==> config.mk <==
export PLATFORM = sky130hd
export DESIGN_NAME = wishbone_arbiter_2to1_flat
export DESIGN_NICKNAME = d
export VERILOG_FILES = /design/src/rtl/argon_bus_pkg.sv /design/src/rtl/wishbone_if.sv /design/src/rtl/wb_bus_watchdog.sv /design/src/rtl/wishbone_arbiter_2to1.sv /design/src/flat_wrapper.sv
export SDC_FILE = /design/constraint.sdc
export NUM_CORES = 1
export LEC_CHECK = 0
export BUFFER_PORTS_ARGS = -buffer_cell sky130_fd_sc_hd__buf_2
export CAP_MARGIN = 20
export CORE_AREA = 10 10 114 116
export DETAILED_ROUTE_END_ITERATION = 8
export DIE_AREA = 0 0 124 126
export HOLD_SLACK_MARGIN = 0.15
export PLACE_DENSITY_LB_ADDON = 0.1
export SLEW_MARGIN = 5
export SYNTH_ARGS = -nofsm -noshare
export SYNTH_HDL_FRONTEND = slang
export SYNTH_SLANG_ARGS = --single-unit
==> constraint.sdc <==
create_clock -name clk -period 2.9 [get_ports clk]
set_input_delay 0.145 -clock clk [delete_from_list [all_inputs] [get_ports clk]]
set_output_delay 0.145 -clock clk [all_outputs]
set_load 0.01 [all_outputs]
==> src/rtl/argon_bus_pkg.sv <==
// Shared types for the argon CPU bus fabric.
// Arbiter states, grant indices and the request bundle.
package argon_bus_pkg;

  typedef enum logic [1:0] {
    ARB_IDLE      = 2'd0,
    ARB_GRANT_IF  = 2'd1,
    ARB_GRANT_LSU = 2'd2
  } arb_state_t;

  localparam int GRANT_IF  = 0;
  localparam int GRANT_LSU = 1;

  localparam int WB_TIMEOUT_CYCLES = 255;

  typedef struct packed {
    logic        cyc;
    logic        stb;
    logic        we;
    logic [3:0]  sel;
    logic [31:0] adr;
    logic [31:0] dat;
  } wb_req_t;

  function automatic logic [1:0] grant_vec(
    input arb_state_t s
  );
    logic [1:0] g;
    g = 2'b00;
    g[GRANT_IF]  = (s == ARB_GRANT_IF);
    g[GRANT_LSU] = (s == ARB_GRANT_LSU);
    return g;
  endfunction

endpackage

==> src/rtl/wishbone_if.sv <==
// 32-bit classic Wishbone link between one master and one slave.
// Master drives the request side, slave drives ack and read data.
interface wishbone_if;

  logic        cyc;
  logic        stb;
  logic        we;
  logic [3:0]  sel;
  logic [31:0] adr;
  logic [31:0] dat_mosi;
  logic [31:0] dat_miso;
  logic        ack;

  modport master (
    output cyc, stb, we, sel, adr, dat_mosi,
    input  dat_miso, ack
  );

  modport slave (
    input  cyc, stb, we, sel, adr, dat_mosi,
    output dat_miso, ack
  );

endinterface

==> src/rtl/wb_bus_watchdog.sv <==
// Per-transfer stall counter for the shared Wishbone bus.
// Fires expire on the last allowed stalled cycle.
module wb_bus_watchdog
  import argon_bus_pkg::*;
#(
  parameter int TIMEOUT_CYCLES = WB_TIMEOUT_CYCLES
) (
  input  logic clk,
  input  logic reset,
  input  logic enable,
  input  logic stb,
  input  logic ack,
  output logic expire
);

  localparam int CW =
    (TIMEOUT_CYCLES > 1) ? $clog2(TIMEOUT_CYCLES) : 1;
  localparam bit EN = (TIMEOUT_CYCLES != 0);
  localparam logic [CW-1:0] LAST =
    CW'((TIMEOUT_CYCLES == 0) ? 0 : TIMEOUT_CYCLES - 1);

  logic [CW-1:0] count;
  logic          stall;

  assign stall  = enable & stb & ~ack;
  assign expire = EN & stall & (count == LAST);

  // any ack, idle beat or grant release restarts the window
  always_ff @(posedge clk or negedge reset) begin
    if (!reset) begin
      count <= '0;
    end else if (stall && !expire) begin
      count <= count + 1'b1;
    end else begin
      count <= '0;
    end
  end

endmodule

==> src/rtl/wishbone_arbiter_2to1.sv <==
// Merges the CPU fetch and load/store Wishbone masters onto one bus.
// Grants are registered and held for a whole cyc; a watchdog ends stalls.
module wishbone_arbiter_2to1
  import argon_bus_pkg::*;
#(
  parameter int ROUND_ROBIN    = 1,
  parameter int TIMEOUT_CYCLES = WB_TIMEOUT_CYCLES
) (
  input  logic       clk,
  input  logic       reset,
  wishbone_if.slave  if_bus,
  wishbone_if.slave  lsu_bus,
  wishbone_if.master mem_bus,
  output logic [1:0] o_grant,
  output logic       o_timeout
);

  localparam bit RR_EN = (ROUND_ROBIN != 0);

  arb_state_t state;
  arb_state_t state_nxt;
  logic       prio_lsu;
  logic       prio_nxt;

  wb_req_t if_req;
  wb_req_t lsu_req;
  wb_req_t sel_req;

  logic req_if;
  logic req_lsu;
  logic gnt_if;
  logic gnt_lsu;
  logic expire;

  assign if_req = {
    if_bus.cyc, if_bus.stb, if_bus.we,
    if_bus.sel, if_bus.adr, if_bus.dat_mosi
  };
  assign lsu_req = {
    lsu_bus.cyc, lsu_bus.stb, lsu_bus.we,
    lsu_bus.sel, lsu_bus.adr, lsu_bus.dat_mosi
  };

  assign req_if  = if_bus.cyc & if_bus.stb;
  assign req_lsu = lsu_bus.cyc & lsu_bus.stb;

  assign gnt_if  = (state == ARB_GRANT_IF);
  assign gnt_lsu = (state == ARB_GRANT_LSU);

  always_comb begin
    sel_req = '0;
    unique case (1'b1)
      gnt_if:  sel_req = if_req;
      gnt_lsu: sel_req = lsu_req;
      default: sel_req = '0;
    endcase
  end

  wb_bus_watchdog #(
    .TIMEOUT_CYCLES(TIMEOUT_CYCLES)
  ) u_wdog (
    .clk    (clk),
    .reset  (reset),
    .enable (gnt_if | gnt_lsu),
    .stb    (sel_req.stb),
    .ack    (mem_bus.ack),
    .expire (expire)
  );

  always_ff @(posedge clk or negedge reset) begin
    if (!reset) begin
      state    <= ARB_IDLE;
      prio_lsu <= 1'b1;
    end else begin
      state    <= state_nxt;
      prio_lsu <= prio_nxt;
    end
  end

  // prio_lsu marks which master wins the next tie
  always_comb begin
    state_nxt = state;
    prio_nxt  = prio_lsu;
    unique case (state)
      ARB_IDLE: begin
        if (req_lsu &&
            (!req_if || !RR_EN || prio_lsu)) begin
          state_nxt = ARB_GRANT_LSU;
          prio_nxt  = 1'b0;
        end else if (req_if) begin
          state_nxt = ARB_GRANT_IF;
          prio_nxt  = 1'b1;
        end
      end
      ARB_GRANT_IF: begin
        if (!if_bus.cyc || expire) begin
          state_nxt = ARB_IDLE;
        end
      end
      ARB_GRANT_LSU: begin
        if (!lsu_bus.cyc || expire) begin
          state_nxt = ARB_IDLE;
        end
      end
      default: state_nxt = ARB_IDLE;
    endcase
  end

  assign mem_bus.cyc      = sel_req.cyc & ~expire;
  assign mem_bus.stb      = sel_req.stb & ~expire;
  assign mem_bus.we       = sel_req.we;
  assign mem_bus.sel      = sel_req.sel;
  assign mem_bus.adr      = sel_req.adr;
  assign mem_bus.dat_mosi = sel_req.dat;

  // a watchdog kill answers the master with a zero-data ack
  assign if_bus.ack  = gnt_if & (mem_bus.ack | expire);
  assign lsu_bus.ack = gnt_lsu & (mem_bus.ack | expire);

  assign if_bus.dat_miso =
    (gnt_if & ~expire) ? mem_bus.dat_miso : '0;
  assign lsu_bus.dat_miso =
    (gnt_lsu & ~expire) ? mem_bus.dat_miso : '0;

  assign o_grant   = grant_vec(state);
  assign o_timeout = expire;

endmodule

==> src/flat_wrapper.sv <==
// flat-port wrapper written by rule: the top's interface ports become plain ports
module wishbone_arbiter_2to1_flat import argon_bus_pkg::*;
#(
  parameter int ROUND_ROBIN    = 1,
  parameter int TIMEOUT_CYCLES = WB_TIMEOUT_CYCLES
)
  (clk, reset, o_grant, o_timeout, if_bus_cyc, if_bus_stb, if_bus_we, if_bus_sel, if_bus_adr, if_bus_dat_mosi, if_bus_dat_miso, if_bus_ack, lsu_bus_cyc, lsu_bus_stb, lsu_bus_we, lsu_bus_sel, lsu_bus_adr, lsu_bus_dat_mosi, lsu_bus_dat_miso, lsu_bus_ack, mem_bus_cyc, mem_bus_stb, mem_bus_we, mem_bus_sel, mem_bus_adr, mem_bus_dat_mosi, mem_bus_dat_miso, mem_bus_ack);
  wishbone_if if_bus_i ();
  wishbone_if lsu_bus_i ();
  wishbone_if mem_bus_i ();
  input  logic clk;
  input  logic reset;
  output logic [1:0] o_grant;
  output logic o_timeout;
  input wire logic [$bits(if_bus_i.cyc)-1:0] if_bus_cyc;
  input wire logic [$bits(if_bus_i.stb)-1:0] if_bus_stb;
  input wire logic [$bits(if_bus_i.we)-1:0] if_bus_we;
  input wire logic [$bits(if_bus_i.sel)-1:0] if_bus_sel;
  input wire logic [$bits(if_bus_i.adr)-1:0] if_bus_adr;
  input wire logic [$bits(if_bus_i.dat_mosi)-1:0] if_bus_dat_mosi;
  output wire logic [$bits(if_bus_i.dat_miso)-1:0] if_bus_dat_miso;
  output wire logic [$bits(if_bus_i.ack)-1:0] if_bus_ack;
  input wire logic [$bits(lsu_bus_i.cyc)-1:0] lsu_bus_cyc;
  input wire logic [$bits(lsu_bus_i.stb)-1:0] lsu_bus_stb;
  input wire logic [$bits(lsu_bus_i.we)-1:0] lsu_bus_we;
  input wire logic [$bits(lsu_bus_i.sel)-1:0] lsu_bus_sel;
  input wire logic [$bits(lsu_bus_i.adr)-1:0] lsu_bus_adr;
  input wire logic [$bits(lsu_bus_i.dat_mosi)-1:0] lsu_bus_dat_mosi;
  output wire logic [$bits(lsu_bus_i.dat_miso)-1:0] lsu_bus_dat_miso;
  output wire logic [$bits(lsu_bus_i.ack)-1:0] lsu_bus_ack;
  output wire logic [$bits(mem_bus_i.cyc)-1:0] mem_bus_cyc;
  output wire logic [$bits(mem_bus_i.stb)-1:0] mem_bus_stb;
  output wire logic [$bits(mem_bus_i.we)-1:0] mem_bus_we;
  output wire logic [$bits(mem_bus_i.sel)-1:0] mem_bus_sel;
  output wire logic [$bits(mem_bus_i.adr)-1:0] mem_bus_adr;
  output wire logic [$bits(mem_bus_i.dat_mosi)-1:0] mem_bus_dat_mosi;
  input wire logic [$bits(mem_bus_i.dat_miso)-1:0] mem_bus_dat_miso;
  input wire logic [$bits(mem_bus_i.ack)-1:0] mem_bus_ack;
  assign if_bus_i.cyc = if_bus_cyc;
  assign if_bus_i.stb = if_bus_stb;
  assign if_bus_i.we = if_bus_we;
  assign if_bus_i.sel = if_bus_sel;
  assign if_bus_i.adr = if_bus_adr;
  assign if_bus_i.dat_mosi = if_bus_dat_mosi;
  assign if_bus_dat_miso = if_bus_i.dat_miso;
  assign if_bus_ack = if_bus_i.ack;
  assign lsu_bus_i.cyc = lsu_bus_cyc;
  assign lsu_bus_i.stb = lsu_bus_stb;
  assign lsu_bus_i.we = lsu_bus_we;
  assign lsu_bus_i.sel = lsu_bus_sel;
  assign lsu_bus_i.adr = lsu_bus_adr;
  assign lsu_bus_i.dat_mosi = lsu_bus_dat_mosi;
  assign lsu_bus_dat_miso = lsu_bus_i.dat_miso;
  assign lsu_bus_ack = lsu_bus_i.ack;
  assign mem_bus_cyc = mem_bus_i.cyc;
  assign mem_bus_stb = mem_bus_i.stb;
  assign mem_bus_we = mem_bus_i.we;
  assign mem_bus_sel = mem_bus_i.sel;
  assign mem_bus_adr = mem_bus_i.adr;
  assign mem_bus_dat_mosi = mem_bus_i.dat_mosi;
  assign mem_bus_i.dat_miso = mem_bus_dat_miso;
  assign mem_bus_i.ack = mem_bus_ack;
  wishbone_arbiter_2to1 #(.ROUND_ROBIN(ROUND_ROBIN), .TIMEOUT_CYCLES(TIMEOUT_CYCLES)) u_core (.clk(clk), .reset(reset), .if_bus(if_bus_i), .lsu_bus(lsu_bus_i), .mem_bus(mem_bus_i), .o_grant(o_grant), .o_timeout(o_timeout));
endmodule
=== After elaboration in Yosys (flattened, before gate mapping) ===
Cells that the tools add are included.

* Bits in registers: 11
* Latch bits: 0
* Memory bits (writable): 0
* Memory bits (read-only): 0
* Output and inout port bits: 140
* Word-level logic and storage cells: 49
* Memories: 0

* Add/sub/neg operators: 1
* $mul: 0
* Divide/modulo/power cells: 0
* Order comparisons: 0
* Equal/unequal tests: 6
* Shifts and indexed selects: 0
* Mux-type cells: 11
* Bitwise gates (word level): 15
* Reduce and logical (&&, ||, !) cells: 13

{| class="wikitable"
|+ Operators with widths
! operator !! number
|-
| 71-bit case mux with 2 select lines || 1
|-
| 32-bit 2-to-1 mux || 2
|-
| 1-bit bitwise AND || 11
|-
| 8-bit by 1-bit adder with 8-bit output (second input constant) || 1
|-
| 8-bit equality test (second input constant) || 1
|-
| 2-bit 2-to-1 mux || 4
|-
| 8-bit 2-to-1 mux || 1
|-
| 2-bit case mux with 3 select lines || 1
|-
| 1-bit logical NOT || 4
|-
| 2-bit != test (second input constant) || 2
|-
| 1-bit logical OR || 3
|-
| 3-bit by 1-bit != test with 1-bit output (second input constant) || 1
|-
| 3-bit AND reduction || 1
|-
| 2-bit by 1-bit equality test with 1-bit output (second input constant) || 1
|-
| 2-bit equality test (second input constant) || 1
|-
| 1-bit logical AND || 2
|-
| 2-bit logical NOT || 1
|-
| 1-bit 2-to-1 mux || 2
|-
| 1-bit NOT || 2
|-
| 1-bit bitwise OR || 2
|-
| 2-bit AND reduction || 1
|-
| 2-bit nonzero test || 1
|}

=== Logic depth before layout (Yosys ltp) ===
Gate-level depths: netlist of the first run.

* Depth in word-level cells: 8
* Gate-level depth with buffers: 8
* Gate-level depth less buffers: 6

=== Cells and area by module ===
Synthesis of the first run repeated with hierarchy kept, for this count alone.

* Cells, all modules: 374
* Area, all modules: 2757.6 um2

{| class="wikitable"
|+ Modules (own cells, without submodules)
! module !! instances !! cells an instance !! area each (um2)
|-
| wishbone_arbiter_2to1 || 1 || 334 || 2342.2
|-
| wb_bus_watchdog || 1 || 40 || 415.4
|}

=== Worst setup path before layout of the first run ===
Ideal clock, no wire load.

* Kind: flip-flop to output port
* Start point: reg u_core.state[0]
* End point: out if_bus_dat_miso[10]
* Arrival time: 1.912 ns
* Required time: 2.755 ns
* Setup slack: 0.843 ns
* Stages on the path, launching flop included: 9
* Buffers on the path: 2
* Path through: dfrtp_1 > inv_1 > ha_1 > clkbuf_2 > nand2b_1 > nor4_4 > nor2b_2 > clkbuf_1 > and2_1

* Longest elaborated chain between the ends: 8

{| class="wikitable"
|+ Ends and longest elaborated chain
! what !! line !! RTL
|-
| start: declaration || wishbone_arbiter_2to1.sv:20 || <nowiki>arb_state_t state;</nowiki>
|-
| start signal: assignment || wishbone_arbiter_2to1.sv:75 || <nowiki>state <= state_nxt;</nowiki>
|-
| 2-bit equality test / 2-bit by 1-bit equality test with 1-bit output (equally long branches) || wishbone_arbiter_2to1.sv:48, wishbone_arbiter_2to1.sv:47 ||
|-
| 71-bit case mux with 2 select lines / 1-bit bitwise OR (equally long branches) || wishbone_arbiter_2to1.sv:52, wishbone_arbiter_2to1.sv:64 ||
|-
| 1-bit bitwise AND * (2 in series) || wb_bus_watchdog.sv:25 || <nowiki>assign stall = enable & stb & ~ack;</nowiki>
|-
| 1-bit bitwise AND * || wb_bus_watchdog.sv:26 || <nowiki>assign expire = EN & stall & (count == LAST);</nowiki>
|-
| net o_timeout || flat_wrapper.sv:14 || <nowiki>output logic o_timeout;</nowiki>
|-
| 1-bit NOT * || wishbone_arbiter_2to1.sv:121 || <nowiki>(gnt_if & ~expire) ? mem_bus.dat_miso : '0;</nowiki>
|-
| 1-bit bitwise AND * || wishbone_arbiter_2to1.sv:121 ||
|-
| 32-bit 2-to-1 mux * || wishbone_arbiter_2to1.sv:121 ||
|-
| end: declaration || flat_wrapper.sv:21 || <nowiki>output wire logic [$bits(if_bus_i.dat_miso)-1:0] if_bus_dat_miso;</nowiki>
|}

Mark *: on every way through the listed nets, which the timed path passes. The rest lies on a longest branch.

=== Worst setup path in the final report of the first run ===
* Start point: reg u_core.state[1]
* End point: out if_bus_dat_miso[25]

* Longest elaborated chain between the ends: 8

{| class="wikitable"
|+ Ends and longest elaborated chain
! what !! line
|-
| 2-bit equality test / 2-bit by 1-bit equality test with 1-bit output (equally long branches) || wishbone_arbiter_2to1.sv:48, wishbone_arbiter_2to1.sv:47
|-
| 71-bit case mux with 2 select lines / 1-bit bitwise OR (equally long branches) || wishbone_arbiter_2to1.sv:52, wishbone_arbiter_2to1.sv:64
|-
| 1-bit bitwise AND (2 in series) || wb_bus_watchdog.sv:25
|-
| 1-bit bitwise AND || wb_bus_watchdog.sv:26
|-
| 1-bit NOT || wishbone_arbiter_2to1.sv:121
|-
| 1-bit bitwise AND * || wishbone_arbiter_2to1.sv:121
|-
| 32-bit 2-to-1 mux * || wishbone_arbiter_2to1.sv:121
|}

Mark *: on every way between the ends. The rest lies on a longest branch, timed or not.

==> impl_metrics.yaml, run 1 <==
place:
  dpl_worst_slack_ps: 653
  io_buffer_count: 316
  gp_congestion: 0.895
  dp_cells: 729
  hpwl_um: 11600
  place_area_um2: 3810
die:
  die_h_um: 126
  core_region_area_um2: 10700
  rows: 38
  initial_utilization_pct: 20.1
  io_pins: 317
  dieArea_um2: 15600
  die_w_um: 124
yosys:
  yosysWarningCount: 0
  synth_most_common_cell: "nor2b_1"
  syn_inst: 300
  yosys_most_used_dff: "dfrtp_1"
  synth-edff-count: 0
  synth.distinct_cells: 33
  yosys.area.top_type: "a22oi_1"
  netlist_top_cells_count: "71 x nor2b_1, 70 x a22oi_1, 65 x and2_1, 19 x clkbuf_1, 11 x nor2_1"
  synthTopCellsByArea: "a22oi_1 24%, nor2b_1 21%, and2_1 19%"
  avgSynthCellArea_um2: 7.15
  synth.top_cell.area_share_pct: 24.5
  synthArstFlopShare_pct: 100
  netlist_area_um2: 2150
  synth_nets: 482
  ys_seq_area_share_pct: 12.9
  ys_ff_latch: 11
cts:
  cts_max_path_buffers: 2
  cts_made_buffers: 3
  clk_latency_ps: 240
  cts_root_buf: "clkbuf_8"
  path_clk_slew_ps: 50
  htree_levels: 1
  ctsResizeCount: 0
  cts_tree: "yes"
  cts_sinks: 11
global_routing:
  antenna_found_initial: 1
  grt_pass1_wl_um: 19700
  grt_pass1_vias: 3521
  grt_max_degree: 74
  grt.total_usage_pct: 15.8
  grt_overflow: 0
layout:
  syn2layout_area_growth_pct: 80.3
  multiInputGateArea_um2: 1730
  drive_above_1_share_pct: 55.9
  final_cells: 735
  layout.nets: 777
  seq_area_um2: 277
  fillers: 1167
  final_cell_area_um2: 3870
run:
  max-cap-violations: 0
setup_path:
  crit_required_ps: 2760
  cp_max_fo: 73
  cp.arrival_ps: 2320
  end_kind: "output port"
  cp-start-kind: "flop"
  critPathKind: "reg2out"
  r2r_slack_ps: 890
drt:
  wirelength_um: 13700
  viasPerCell: 4.56
  drt-initial-drc-count: 193
  dr.pass1.iters: 4
  ant_nets: 0
  wl_per_cell_um: 18.7
  drc: 0
  vias: 3351
timing:
  slew_headroom_pct: 42.8
  rsz0062_at_grt: "no"
  fin_crit_ps: 2460
  timing.fmax_mhz: 406
  worst_slack_ps: 437
  period_share_pct: 84.9
  setup_viol: 0
  worst_pin_slew_ps: 854
  skew_ps: 3.45
  finalMaxSlewViolations: 0
  tns_ps: 0
  hold_viol_final: 0
power:
  peakVddDrop_v: 0.000440
  power_leakage_nw: 2.17
  power.density_nw_per_um2: 611
  p_total_mw: 2.36
outcome:
  status: "completed"
min_path:
  hp-class: "in2reg"
-- through the flow --
step                      utilization (%)  hold slack (ps)
after floorplan                         -             -151
after global placement               35.6             36.0
after detailed placement             35.6             34.1
after CTS                            36.2              268
after global routing                 36.2              295
final                                36.2              273
-- area by class of cell --
type	instances	share of cell area, %
antenna	1	0.0647
multi-input combinational	254	44.7
tap	140	4.53
clock inverter	1	0.129
timing repair buffer	322	42.1
inverter	3	0.291
clock buffer	3	1.07
sequential	11	7.15
-- metal layers --
layer / GRT usage (%) / share of wire (%)
met1: 14.9 / 32
met2: 30.1 / 53
met3: 7.33 / 15
met4: 2.91 / 0.80
met5: 0 / 0
-- worst paths after layout --
path,startpoint,end,depth (start not counted)
max in group asynchronous,reset,u_core.prio_lsu,2
hold reg to reg,u_core.u_wdog.count[0],u_core.u_wdog.count[0],1
hold / removal,lsu_bus_cyc,u_core.state[1],3
setup reg to reg,u_core.state[0],u_core.state[1],6
min in group asynchronous,reset,u_core.u_wdog.count[2],2
setup / recovery,u_core.state[1],if_bus_dat_miso[25],7
-- sequential cells by signal, summed over array words and instances, names as in the netlist --
name,cells
u_core.prio_lsu,1
u_core.state,2
u_core.u_wdog.count,8
-- cells in the final DEF, fill, tap and decap left out, types with 2 or more instances in the layout --
master,synthesis,routed
and2_1,65,65
nor2b_2,2,2
xor2_1,5,5
nand4_1,2,2
nor2_1,11,11
clkbuf_8,0,3
nand2_1,2,2
and3_1,2,2
nand3_1,4,4
ha_1,5,3
a22oi_1,70,70
buf_2,1,316
nor2b_1,71,71
dfrtp_1,10,10
buf_4,3,5
ha_2,0,2
inv_1,3,3
a2bb2oi_1,2,2
-- cell families after synthesis --
| family | after synthesis | share of synthesized area, % |
|---|---|---|
| buffers and inverters | 35 | 6.76 |
| AO/OA/AOI/OAI | 80 | 28.1 |
| adder cells (fa/ha/maj) | 5 | 2.92 |
| XOR/XNOR | 6 | 2.45 |
| AND/OR/NAND/NOR | 163 | 46.9 |
| flip-flops | 11 | 12.9 |
-- power by group --
part           switching [mW]  internal (mW)  leakage [nW]
Combinational            1.12          0.891          2.00
Clock                  0.0632         0.0948        0.0255
Sequential             0.0136          0.178         0.148
Total                    1.20           1.16          2.17
-- critical path, cell delays in order, from the launching register on --
cell	delay (ps)
dfrtp_1	380
inv_1	100
ha_2	200
buf_4	570
nor2b_2	260
buf_4	250
and2_1	160
buf_2	130
-- what timing repair did --
item	CTS	global route
hold buffers	1	0
setup buffers	0	0
endpoints found under the hold margin	11	0
(Power assumes the default switching activity.)
==> inputs of run 2 (changes only) <==
- CORE_AREA: 10 10 114 116 -> 10 10 116 118
- DIE_AREA: 0 0 124 126 -> 0 0 126 128
- clock period: 2.9 -> 2.25 ns (I/O delays scaled with it)
==> impl_metrics.yaml, run 2 (synthesis results as in run 1) <==
outcome:
  status: "completed"
timing:
  worst_pin_slew_ps: 600
  timing.fmax_mhz: 448
  rsz0062_at_grt: "yes"
  slew_headroom_pct: 59.7
  finalMaxSlewViolations: 0
  setup_viol: 0
  period_share_pct: 99.3
  hold_viol_final: 0
  fin_crit_ps: 2230
  worst_slack_ps: 16.3
  skew_ps: 1.34
power:
  peakVddDrop_v: 0.000393
  p_int_mw: 1.78
  p_switching_mw: 1.60
  swShare_pct: 47.4
  p_total_mw: 3.38
  power_leakage_nw: 2.27
  p_comb_share_pct: 82.7
  power.density_nw_per_um2: 818
  pwr-share-seq_pct: 7.5
  pwr-share-clk_pct: 9.9
die:
  die_h_um: 128
  dieArea_um2: 16100
  die_w_um: 126
  io_pins: 317
  initial_utilization_pct: 19.1
  rows: 39
  core_region_area_um2: 11200
layout:
  final_cell_area_um2: 4130
  antenna_cells: 0
  layout.nets: 788
  top_regs: "u_core.u_wdog.count (8), u_core.state (2), u_core.prio_lsu (1)"
  final_cells: 748
  top_register: "u_core.u_wdog.count"
  drive_above_1_share_pct: 57.4
  final_cell_mix: "308 x buf_2, 71 x nor2b_1, 70 x a22oi_1, 64 x and2_1"
  largest_reg_flops: 8
  utilization_pct: 36.8
  layout_commonest_cell: "buf_2"
  syn2layout_area_growth_pct: 92.5
drt:
  dr.pass1.iters: 4
  drt-initial-drc-count: 200
  wirelength_um: 13900
  drc: 0
  viasPerCell: 4.50
  wl_per_cell_um: 18.6
  ant_nets: 0
  vias: 3365
setup_path:
  cp.arrival_ps: 2120
  critPathKind: "reg2out"
  crit_required_ps: 2140
  cpLargestDelayFamily: "buffers and inverters"
  cp_slowest_cell: "dfrtp_1"
  end_kind: "output port"
  path_common_cell: "buf_4"
  cp-start-kind: "flop"
  critical-path-max-stage-delay_ps: 400
  worst-path-buf-inv: 5
  reg2reg_depth: 9
  crit_cells: 10
  cp_max_fo: 16
  crit_chain: "inv_2, ha_1, nand2b_1, nor4_4, buf_4, buf_4, nor2b_4, clkbuf_16, and2_1, buf_2"
cts:
  cts_max_path_buffers: 2
  path_clk_slew_ps: 40
  htree_levels: 1
  cts_sinks: 11
  cts_tree: "yes"
  clk_latency_ps: 240
  cts_made_buffers: 3
  cts_root_buf: "clkbuf_16"
place:
  dpl_worst_slack_ps: 55.2
  gp_congestion: 0.853
  place_area_um2: 3860
  hpwl_um: 11500
  io_buffer_count: 316
  dp_cells: 736
global_routing:
  antenna_found_initial: 1
  grt_pass1_vias: 3441
  grt_overflow: 0
  grt_pass1_wl_um: 19800
  grt.total_usage_pct: 15.0
  grt_max_degree: 73
min_path:
  hp-class: "in2reg"
  holdPathStages: 3
run:
  max-cap-violations: 0
## run 2: cell count changes in the layout (fill, tap and decap cells not counted), moves of 2 or more
cell,change
nor2b_4,+3
buf_4,+4
clkbuf_16,+4
buf_2,-8
inv_1,-2
buf_8,+2
inv_2,+2
buf_6,+9
nor2b_2,-2
clkbuf_8,-3
buf_12,+2
## run 2: worst reg2reg max path: cells and delay by family (launching register included)
kind	cells	cell delay (ps)
adder cells (fa/ha/maj)	1	200
flip-flops	1	410
AO/OA/AOI/OAI	3	350
buffers and inverters	4	480
AND/OR/NAND/NOR	1	280
## run 2: stage by stage
stage	hold slack (ps)	TNS (ps)
floorplan	-183	0
finish	224	0
detailed placement	9.23	0
global placement	4.24	0
CTS	215	-38.7
global route	249	-2180
## run 2: final timing paths
path | start | slack [ps] | end
hold / removal | lsu_bus_cyc | 220 | u_core.state[1]
max in group asynchronous | reset | 1710 | u_core.prio_lsu
min in group asynchronous | reset | 270 | u_core.u_wdog.count[5]
setup / recovery | u_core.state[0] | 20 | lsu_bus_dat_miso[29]
setup reg to reg | u_core.state[0] | 390 | u_core.state[1]
hold reg to reg | u_core.u_wdog.count[1] | 540 | u_core.u_wdog.count[1]
## run 2: routing by layer
| metal | GRT usage [%] | vias to the layer above | wire length [um] |
|---|---|---|---|
| met5 | 0 | - | 0 |
| met1 | 15.6 | 1495 | 4830 |
| met2 | 27.7 | 211 | 7220 |
| met3 | 6.70 | 7 | 1760 |
| met4 | 2.41 | 0 | 94 |
| li1 | - | 1652 | - |
## run 2: power groups by stage
stage | Combinational, mW | Sequential, mW | Clock, mW
CTS | 2.70 | 0.247 | 0.342
floorplan | 1.68 | 0.246 | 0
global route | 3.08 | 0.255 | 0.353
global placement | 2.66 | 0.248 | 0
detailed placement | 2.67 | 0.249 | 0
finish | 2.79 | 0.252 | 0.333
## run 2: layout make-up
type                            instances  area, um^2
Fill cell                            1226        7090
Timing Repair Buffer                  332        1820
Multi-Input combinational cell        255        1770
Sequential cell                        11         277
Tap cell                              143         179
Clock buffer                            3        75.1
Inverter                                3        11.3
Clock inverter                          1        5.00
## run 2: what timing repair did
item                                    in CTS  in global routing
resized for setup                            4                 18
pin swaps                                    3                  2
endpoints found under the setup margin      73                 74
cloned                                       0                  2
setup buffers                                1                  4
endpoints found under the hold margin       11                  0
hold buffers                                 1                  0
==> inputs of run 3 (changes only) <==
- MAX_ROUTING_LAYER: not set -> met4
==> impl_metrics.yaml, run 3 (synthesis results as in run 1) <==
outcome:
  status: "completed"
global_routing:
  grt_pass1_wl_um: 19800
  antenna_found_initial: 1
  grt_max_degree: 73
  grt_overflow: 0
  grt.total_usage_pct: 15.4
  grt_pass1_vias: 3457
drt:
  wl_per_cell_um: 18.4
  vias: 3333
  wirelength_um: 13700
  ant_nets: 0
  dr.pass1.iters: 5
  viasPerCell: 4.47
  drc: 0
  drt-initial-drc-count: 234
cts:
  cts_tree: "yes"
  htree_levels: 1
  cts_max_path_buffers: 2
  cts_sinks: 11
  cts_made_buffers: 3
  cts_root_buf: "clkbuf_16"
  path_clk_slew_ps: 40
  clk_latency_ps: 240
power:
  power_leakage_nw: 2.24
  pwr-share-seq_pct: 7.6
  pwr-share-clk_pct: 10.1
  peakVddDrop_v: 0.000649
  p_comb_share_pct: 82.3
  swShare_pct: 47.9
  p_switching_mw: 1.59
  p_total_mw: 3.31
  p_int_mw: 1.72
  power.density_nw_per_um2: 819
setup_path:
  r2r_slack_ps: 450
  cp-start-kind: "flop"
  crit_chain: "inv_2, ha_4, a22oi_2, nor4_4, buf_4, nor2b_2, buf_12, and2_1, buf_2"
  worstReg2RegEnd: "u_core.state[1]"
  r2r_start: "u_core.state[1]"
  critical-path-max-stage-delay_ps: 390
  critPathKind: "reg2out"
  crit_required_ps: 2140
  cp.arrival_ps: 2030
  cp_slowest_cell: "dfrtp_1"
  cp_max_fo: 32
  reg2reg_depth: 8
  end_kind: "output port"
layout:
  largest_reg_flops: 8
  multiInputGateArea_um2: 1760
  layout.nets: 785
  drive_above_1_share_pct: 56.8
  layout_commonest_cell: "buf_2"
  utilization_pct: 36.0
  antenna_cells: 0
  final_cell_mix: "316 x buf_2, 71 x nor2b_1, 70 x a22oi_1, 65 x and2_1, 11 x nor2_1"
  top_register: "u_core.u_wdog.count"
  syn2layout_area_growth_pct: 88.2
  top_regs: "u_core.u_wdog.count (8), u_core.state (2), u_core.prio_lsu (1)"
  final_cell_area_um2: 4040
  fillers: 1235
  seq_area_um2: 277
place:
  io_buffer_count: 316
  hpwl_um: 11500
  place_area_um2: 3860
  gp_congestion: 0.866
die:
  io_pins: 317
  dieArea_um2: 16100
  rows: 39
  initial_utilization_pct: 19.1
  die_w_um: 126
  core_region_area_um2: 11200
  die_h_um: 128
timing:
  setup_viol: 0
  worst_pin_slew_ps: 554
  rsz0062_at_grt: "no"
  skew_ps: 0.555
  fin_crit_ps: 2140
  finalMaxSlewViolations: 0
  period_share_pct: 95.2
  hold_viol_final: 0
  timing.fmax_mhz: 467
  slew_headroom_pct: 62.8
run:
  max-cap-violations: 0
min_path:
  hold_end: "u_core.state[1]"
  hold_path.startpoint: "lsu_bus_cyc"
  holdPathStages: 3
  hp-class: "in2reg"
==> run 3: changes by cell type in the layout (fill, tap and decap cells not counted), sizes merged <==
cell,change
buf,-2
clkbuf,-1
==> run 3: metrics by stage <==
stage / hold slack (ps) / cells / worst slack (ps) / setup TNS, ps
final: 223 / 745 / 108 / 0
after global routing: 249 / 745 / 0.249 / 0
after CTS: 215 / 742 / -18.9 / -38.7
after detailed placement: 9.23 / 736 / 55.2 / 0
after global placement: 4.24 / 736 / 102 / 0
after floorplan: -183 / 300 / 226 / 0
==> run 3: power groups by stage <==
stage / Sequential (mW) / Combinational (mW) / Clock (mW)
floorplan: 0.246 / 1.68 / 0
global placement: 0.248 / 2.66 / 0
detailed placement: 0.249 / 2.67 / 0
CTS: 0.247 / 2.70 / 0.342
global route: 0.255 / 2.99 / 0.353
finish: 0.252 / 2.72 / 0.335
==> run 3: layout make-up <==
type	instances	area share, %
clock inverters	1	0.124
inverters	3	0.279
flip-flops and latches	11	6.85
clock buffers	3	1.86
repair buffers	329	42.9
well taps	143	4.43
multi-input cells	255	43.5
==> run 3: metal layers <==
metal	up-vias	share of wire [%]	GRT usage, %
met2	195	52	27.7
met5	-	0	-
li1	1645	-	-
met3	7	8.2	3.56
met4	0	0.60	2.41
met1	1486	39	17.3
==> run 3: worst max-delay path by stage <==
stage                         start                   to  slack [ps]
floorplan           u_core.state[0]  if_bus_dat_miso[10]         230
global route        u_core.state[0]           if_bus_ack         0.2
finish              u_core.state[1]  lsu_bus_dat_miso[2]         110
detailed placement  u_core.state[1]          mem_bus_cyc          60
CTS                 u_core.state[1]          mem_bus_cyc         -20
global placement    u_core.state[1]          mem_bus_cyc         100
==> run 3: repair_timing <==
| action | in CTS | in global routing |
|---|---|---|
| setup buffers | 1 | 2 |
| pin swaps | 3 | 1 |
| resized for setup | 4 | 9 |
| setup endpoints to repair | 73 | 74 |
| endpoints found under the hold margin | 11 | 0 |
| hold buffers | 1 | 0 |
| gates cloned | 0 | 1 |
==> run 3: critical path: cells and delay by family (launching register included) <==
kind            cells  cell delay (ps)
simple gates        3              520
buf+inv             4              560
compound gates      1              110
flops               1              390
fa+ha+maj           1              180
